## config.mk

```make
export PLATFORM = sky130hd
export DESIGN_NAME = debounce_strobe_gen_flat
export DESIGN_NICKNAME = d
export VERILOG_FILES = /design/src/rtl/debounce_pkg.sv /design/src/rtl/debounce_strobe_gen_if.sv /design/src/rtl/bit_synchronizer.sv /design/src/rtl/debounce_strobe_gen.sv /design/src/flat_wrapper.sv
export SDC_FILE = /design/constraint.sdc
export NUM_CORES = 1
export LEC_CHECK = 0
export CAP_MARGIN = 10
export CORE_ASPECT_RATIO = 1.4
export CORE_UTILIZATION = 55
export DETAILED_ROUTE_END_ITERATION = 16
export MAX_ROUTING_LAYER = met4
export PLACE_DENSITY_LB_ADDON = 0.05
export SYNTH_ARGS = -nofsm -noshare
export SYNTH_HDL_FRONTEND = slang
export SYNTH_SLANG_ARGS = --single-unit
export TNS_END_PERCENT = 10
```

## constraint.sdc

```tcl
create_clock -name clk -period 2.4 [get_ports clk]
set_clock_uncertainty 0.1 [all_clocks]
set_input_delay 0.24 -clock clk [delete_from_list [all_inputs] [get_ports clk]]
set_output_delay 0.24 -clock clk [all_outputs]
set_load 0.05 [all_outputs]
```

## src/rtl/debounce_pkg.sv

```systemverilog
// Shared types and default constants for the debounce/strobe front end.
package debounce_pkg;

  typedef enum logic [1:0] {
    IDLE_LOW  = 2'd0,
    WAIT_HIGH = 2'd1,
    IDLE_HIGH = 2'd2,
    WAIT_LOW  = 2'd3
  } state_t;

  localparam int DEF_SYNC_STAGES = 2;
  localparam int DEF_CNT_W       = 16;
  localparam int GLITCH_CNT_W    = 8;

endpackage

```

## src/rtl/debounce_strobe_gen_if.sv

```systemverilog
// Signal bundle between a bouncing source and the debounced latch drive.
// glitch_cnt exists only when DEBOUNCE_GLITCH_CNT_EN is defined.
interface debounce_strobe_gen_if;

  logic raw_in;
  logic d_out;
  logic en_out;
  logic busy;
`ifdef DEBOUNCE_GLITCH_CNT_EN
  logic [debounce_pkg::GLITCH_CNT_W-1:0] glitch_cnt;
`endif

  modport master (
    output raw_in,
`ifdef DEBOUNCE_GLITCH_CNT_EN
    input  glitch_cnt,
`endif
    input  d_out,
    input  en_out,
    input  busy
  );

  modport slave (
    input  raw_in,
`ifdef DEBOUNCE_GLITCH_CNT_EN
    output glitch_cnt,
`endif
    output d_out,
    output en_out,
    output busy
  );

endinterface

```

## src/rtl/bit_synchronizer.sv

```systemverilog
// Multi-flop synchroniser for a single asynchronous bit; all flops reset to 0.
module bit_synchronizer #(
  parameter int STAGES = 2
) (
  input  logic clk,
  input  logic rst,
  input  logic d,
  output logic q
);

  logic [STAGES-1:0] chain;

  always_ff @(posedge clk or posedge rst) begin
    if (rst) begin
      chain <= '0;
    end else begin
      chain <= {chain[STAGES-2:0], d};
    end
  end

  assign q = chain[STAGES-1];

endmodule

```

## src/rtl/debounce_strobe_gen.sv

```systemverilog
// Synchronise and debounce a bouncing input; strobe en_out once per accepted change.
// Optional abort counter on glitch_cnt with DEBOUNCE_GLITCH_CNT_EN defined.
//
//   state     | meaning
//   IDLE_LOW  | d_out=0, waiting for sync to go high
//   WAIT_HIGH | sync high, counting stable cycles before accepting 1
//   IDLE_HIGH | d_out=1, waiting for sync to go low
//   WAIT_LOW  | sync low, counting stable cycles before accepting 0
module debounce_strobe_gen
  import debounce_pkg::*;
#(
  parameter int SYNC_STAGES     = DEF_SYNC_STAGES,
  parameter int CNT_W           = DEF_CNT_W,
  parameter int DEBOUNCE_CYCLES = 50000
) (
  input logic                 clk,
  input logic                 rst,
  debounce_strobe_gen_if.slave bus
);

  if (SYNC_STAGES != 2 && SYNC_STAGES != 3) begin : g_bad_sync
    $error("SYNC_STAGES must be 2 or 3");
  end
  if (DEBOUNCE_CYCLES < 1 || DEBOUNCE_CYCLES > (2**CNT_W) - 1) begin : g_bad_cycles
    $error("DEBOUNCE_CYCLES must lie in 1 .. 2**CNT_W-1");
  end

  localparam logic [CNT_W-1:0] CNT_LAST = CNT_W'(DEBOUNCE_CYCLES - 1);

  logic             sync;
  state_t           state_q, state_d;
  logic [CNT_W-1:0] cnt_q, cnt_d;
  logic             d_q, d_d;
  logic             en_q, en_d;

  bit_synchronizer #(.STAGES(SYNC_STAGES)) u_sync (
    .clk (clk),
    .rst (rst),
    .d   (bus.raw_in),
    .q   (sync)
  );

  always_ff @(posedge clk or posedge rst) begin
    if (rst) begin
      state_q <= IDLE_LOW;
      cnt_q   <= '0;
      d_q     <= 1'b0;
      en_q    <= 1'b0;
    end else begin
      state_q <= state_d;
      cnt_q   <= cnt_d;
      d_q     <= d_d;
      en_q    <= en_d;
    end
  end

  // Completion needs sync still at the target level, so a reversion always aborts.
  always_comb begin
    state_d = state_q;
    cnt_d   = cnt_q;
    d_d     = d_q;
    en_d    = 1'b0;
    unique case (state_q)
      IDLE_LOW: begin
        if (sync) begin
          state_d = WAIT_HIGH;
          cnt_d   = '0;
        end
      end
      WAIT_HIGH: begin
        if (!sync) begin
          state_d = IDLE_LOW;
          cnt_d   = '0;
        end else if (cnt_q == CNT_LAST) begin
          state_d = IDLE_HIGH;
          cnt_d   = '0;
          d_d     = 1'b1;
          en_d    = 1'b1;
        end else begin
          cnt_d = cnt_q + 1'b1;
        end
      end
      IDLE_HIGH: begin
        if (!sync) begin
          state_d = WAIT_LOW;
          cnt_d   = '0;
        end
      end
      WAIT_LOW: begin
        if (sync) begin
          state_d = IDLE_HIGH;
          cnt_d   = '0;
        end else if (cnt_q == CNT_LAST) begin
          state_d = IDLE_LOW;
          cnt_d   = '0;
          d_d     = 1'b0;
          en_d    = 1'b1;
        end else begin
          cnt_d = cnt_q + 1'b1;
        end
      end
      default: begin
        state_d = IDLE_LOW;
        cnt_d   = '0;
      end
    endcase
  end

  assign bus.d_out  = d_q;
  assign bus.en_out = en_q;
  assign bus.busy   = (state_q == WAIT_HIGH) || (state_q == WAIT_LOW);

`ifdef DEBOUNCE_GLITCH_CNT_EN
  logic                    abort;
  logic [GLITCH_CNT_W-1:0] glitch_q;

  assign abort = ((state_q == WAIT_HIGH) && !sync) || ((state_q == WAIT_LOW) && sync);

  always_ff @(posedge clk or posedge rst) begin
    if (rst) begin
      glitch_q <= '0;
    end else if (abort && (glitch_q != '1)) begin
      glitch_q <= glitch_q + 1'b1;
    end
  end

  assign bus.glitch_cnt = glitch_q;
`endif

endmodule

```

## src/flat_wrapper.sv

```systemverilog
// flat-port wrapper written by rule: the top's interface ports become plain ports
module debounce_strobe_gen_flat import debounce_pkg::*;
#(
  parameter int SYNC_STAGES     = DEF_SYNC_STAGES,
  parameter int CNT_W           = DEF_CNT_W,
  parameter int DEBOUNCE_CYCLES = 50000
)
  (clk, rst, bus_raw_in, bus_d_out, bus_en_out, bus_busy);
  debounce_strobe_gen_if bus_i ();
  input logic clk;
  input logic rst;
  input wire logic [$bits(bus_i.raw_in)-1:0] bus_raw_in;
  output wire logic [$bits(bus_i.d_out)-1:0] bus_d_out;
  output wire logic [$bits(bus_i.en_out)-1:0] bus_en_out;
  output wire logic [$bits(bus_i.busy)-1:0] bus_busy;
  assign bus_i.raw_in = bus_raw_in;
  assign bus_d_out = bus_i.d_out;
  assign bus_en_out = bus_i.en_out;
  assign bus_busy = bus_i.busy;
  debounce_strobe_gen #(.SYNC_STAGES(SYNC_STAGES), .CNT_W(CNT_W), .DEBOUNCE_CYCLES(DEBOUNCE_CYCLES)) u_core (.clk(clk), .rst(rst), .bus(bus_i));
endmodule
```

# Yosys cells after proc, flatten, opt, wreduce, memory -nomap -nowiden
# Cells that the tools add are included.
# totals
regBits	22
input_bits	3
output_inout_bits	3
elab_cells	46
# op_classes
add_sub_neg	1
n_eq_ne	12
mux	22
reduce_logical	6
# ops
operator	count
2-to-1 mux 16 bit	5
case mux 16 bit (4 select lines)	1
adder 16 x 1 -> 16 bit (second input constant)	1
== test 16 bit (second input constant)	1
2-to-1 mux 2 bit	6
!= test 2 bit (second input constant)	4
case mux 2 bit (4 select lines)	1
2-to-1 mux 1 bit	7
!= test 3 x 2 -> 1 bit (second input constant)	2
AND reduction 5 bit	1
== test 2 bit (second input constant)	2
!= test 2 x 1 -> 1 bit (second input constant)	2
case mux 1 bit (2 select lines)	2
AND reduction 4 bit	1
== test 2 x 1 -> 1 bit (second input constant)	1
logical NOT 2 bit	1
AND reduction 2 bit	1
nonzero test 2 bit	1
logical OR 1 bit	1

# Depth between registers and ports, before layout
# depth
depth_word	4
ltp_mapped	8
mapped_depth_nobuf	6

# Modules after synthesis
# From an unflattened synthesis, not the netlist that was laid out.
# unflattened
hier_cells	115
hier_area_um2	1168.6
# modules_own_cells
mod	n_inst	cells_each	area_each_um2	seq_area_each_um2
debounce_strobe_gen	1	112	1114.8	500.5
bit_synchronizer	1	3	53.8	50.0

# Least setup slack after synthesis
# OpenSTA, ideal clock, no wires.
# synth_path
path_kind	register -> register
from	reg u_core.cnt_q[0]
to	reg u_core.cnt_q[5]
setup_time_ps	83
arrival_ps	1692
required_ps	2217
setup_slack_ps	526
path_stages_with_launch	7
path_buffers	1
synth_period_minus_slack_ps	1874
cell_sequence	dfrtp_1 -> ha_1 -> and3_1 -> and4_1 -> buf_6 -> or4_1 -> o21ai_0
# synth_via
elab_chain_len	4
word_cells_on_any_way	6
cone_classes	add/sub (1); eq/ne (1); mux (4)
# synth_lines
item	line_no	rtl
start: declaration	debounce_strobe_gen.sv:32	logic [CNT_W-1:0] cnt_q, cnt_d;
start signal: assignment	debounce_strobe_gen.sv:51	cnt_q <= cnt_d;
adder 16 x 1 -> 16 bit or == test 16 bit (tied branches)	n/a	
2-to-1 mux 16 bit (*)	debounce_strobe_gen.sv:74, debounce_strobe_gen.sv:93	
2-to-1 mux 16 bit, on equally long branches	debounce_strobe_gen.sv:90, debounce_strobe_gen.sv:71	
case mux 16 bit (4 select lines) (*)	debounce_strobe_gen.sv:63	unique case (state_q)
# Every way passes the cells marked *; elsewhere a longest branch is shown, timed or not.
# A chain may end at the register's enable or synchronous reset.

# Worst setup path in the final report
# layout_path
from	reg u_core.cnt_q[0]
to	reg u_core.cnt_q[15]
# The elaborated chain is that of the path after synthesis.

==> results.yml <==
outcome:
  outcome: "finished, final reports clean"
timing:
  period_share: 0.897
  slew_headroom: 0.461
  setup_violations: 0
  tns_ps: 0
  tightest_slew_ps: 807
  maxSlewViolCount: 0
  fmax_mhz: 464
  period_minus_slack_ps: 2150
  rsz0062_at_grt: "no"
  hold_viol: 0
  fin_ws_ps: 247
layout:
  fill_cells: 159
  finalNetCount: 121
  synthToLayoutAreaGrowth_pct: 7.52
  final_util: 0.626
  stdcell_count: 137
  diodes: 0
  layout-drive-gt1-share: 0.103
synth:
  synth-edff-count: 0
  synthCells: 113
  yosysSeqAreaShare: 0.479
  yosysWarnings: 0
  synth_top_area_cell: "dfrtp_1"
  async_reset_ff_frac: 1.00
  syn_area_sq_um: 1150
  synthesis.nets: 117
  ys_top_cells_by_area: "dfrtp_1 48%, a31oi_1 4.4%, a21oi_1 3.1%, nand2_1 2.9%, nand4_1 2.7%"
  post_synth.cell_area_avg_sq_um: 10.2
  ys_ff_latch: 22
  synth_cell_type_count: 41
  yosys.area.top_type_share: 0.479
  synth_flop_cell: "dfrtp_1"
global_route:
  grt_pass1_wl_um: 3790
  grt_usage: 0.242
  grt_pass1_vias: 908
  grt_max_degree: 23
  overflow: 0
  antenna_found_initial: 0
clock_network:
  cts_tree: "built"
  path_clk_slew_ps: 130
  hold_buffers: 0
  h-tree-depth: 1
  clock_latency_ps: 320
  cts.sink_count: 22
  clock_path_buffers: 2
  cts_root_buf: "clkbuf_4"
  numCtsBuffers: 3
  cts.repair.resized: 0
  postCtsSetupRepairBufs: 0
placement:
  portBuffers: 5
  preCtsSetupSlack_ps: 284
  dp_cells: 133
  gp_congestion: 0.810
  dp_hpwl_um: 1490
worst_setup_path:
  cp_max_fo: 22
  setup.worst_path.end_class: "flop"
  crit_arrival_ps: 2300
  cp_top_family: "simple AND/OR/NAND/NOR gates"
  critical_path_class: "flop to flop"
  path_buf_inv: 0
  crit_chain: "ha_1 -> and3_1 -> and4_1 -> nor2_4 -> a41oi_1 -> a31oi_1"
  critPathRequiredTime_ps: 2550
  max_stage_delay_ps: 450
  crit_path_start_kind: "flop"
  crit_slowest_cell: "dfrtp_1"
pwr:
  p_int_mw: 0.559
  p_per_area_nw_per_um2: 577
  ir_worst_vdd_v: 0.000456
  switching_power_mw: 0.154
  leakage_nw: 0.533
  p_clk_frac: 0.405
  swShare: 0.216
  pwr-share-seq: 0.536
  pwr-share-comb: 0.058
flow_run:
  cap_violations: 0
route:
  ant_nets: 0
  drc_errors: 0
  post_drt_wl_per_cell_um: 15.2
  viasPerCell: 6.39
  drt_wl_total_um: 2090
  vias: 875
  drt_iter0_drc: 27
  drt_pass1_iterations: 4
floorplan:
  io_pins: 6
  die_area_sq_um: 2280
  start_util: 0.582
  fp.dieW_um: 40.6
  rows: 19
  die_h_um: 56.1
  core-area_sq_um: 1970
worst_hold_path:
  worstHoldPathType: "input pin to flop"
[final timing paths]
kind                                   startpoint                endpoint  slack, ps  cells after the start
setup / recovery                  u_core.cnt_q[0]        u_core.cnt_q[15]        250                      6
max in group asynchronous                     rst         u_core.cnt_q[8]       1440                      2
hold / removal                         bus_raw_in  u_core.u_sync.chain[0]        240                      1
setup reg to reg                  u_core.cnt_q[0]        u_core.cnt_q[15]        250                      6
hold reg to reg            u_core.u_sync.chain[0]  u_core.u_sync.chain[1]        260                      0
min in group asynchronous                     rst  u_core.u_sync.chain[0]        260                      2
[placed cells by master (no fill, tap or decap), types with 2 or more instances in the layout]
cell / instances
a21oi_1: 7
and3_1: 3
nand2_1: 9
nand3_1: 6
or2_2: 2
mux2i_1: 2
clkbuf_4: 3
inv_1: 4
nor2_1: 5
xor2_1: 2
o21ai_0: 3
dfrtp_1: 22
a31oi_1: 8
o21ai_1: 4
nand4_1: 5
clkdlybuf4s50_1: 5
a22o_1: 3
[synthesized netlist by cell type (3+ instances only)]
cell,number
dfrtp_1,22
nand2_1,9
a31oi_1,8
a21oi_1,7
nand3_1,6
nand4_1,5
nor2_1,5
inv_1,4
o21ai_1,4
a22o_1,3
and3_1,3
o21ai_0,3
[power by group through the flow]
stage               registers, mW  logic [mW]  clock network [mW]
finish                      0.382      0.0415               0.289
global route                0.383      0.0480               0.298
CTS                         0.382      0.0420               0.291
detailed placement          0.389      0.0419                   0
global placement            0.389      0.0408                   0
floorplan                   0.388      0.0340                   0
[worst register-to-register path: stages (launching register included)]
cell and delay [ps]:
dfrtp_1 450, ha_1 250, and3_1 210, and4_1 290, nor2_4 420, a41oi_1 200, a31oi_1 160
[sequential cells by signal (all words and copies together) (netlist names), named ones only]
name                 flops
u_core.state_q           1
u_core.cnt_q            16
u_core.bus.en_out        1
u_core.bus.d_out         1
u_core.u_sync.chain      2
[cell families after synthesis]
| kind of cell | Yosys count | share of synthesized area |
|---|---|---|
| DFF | 22 | 0.479 |
| adders and majority gates | 1 | 0.0109 |
| muxes | 4 | 0.0370 |
| AOI/OAI and AO/OA | 30 | 0.163 |
| and+or+nand+nor | 43 | 0.236 |
| buffers and inverters | 10 | 0.0501 |
| xor gates and xnor gates | 3 | 0.0229 |
[layer usage]
metal / track usage / share of wire
met2: 0.392 / 0.52
met5: - / 0
met4: 0.114 / 0.026
met1: 0.283 / 0.43
met3: 0.0240 / 0.021
[cell type report]
class	count	area (sq um)	share of cell area
flip-flops and latches	22	551	0.446
multi-input cells	81	541	0.438
repair buffers	5	50.0	0.0405
clock inverters	1	30.0	0.0243
well taps	21	26.3	0.0213
clock buffers	3	22.5	0.0182
inverters	4	15.0	0.0122
[stage by stage]
step	power, mW	area [sq um]	hold WS, ps
6_report	0.712	1230	242
5_1_grt	0.729	1230	250
4_1_cts	0.715	1230	242
3_5_place_dp	0.431	1180	236
3_3_place_gp	0.430	1180	234
2_1_floorplan	0.422	1150	129
Power figures use the tool's default switching activity.
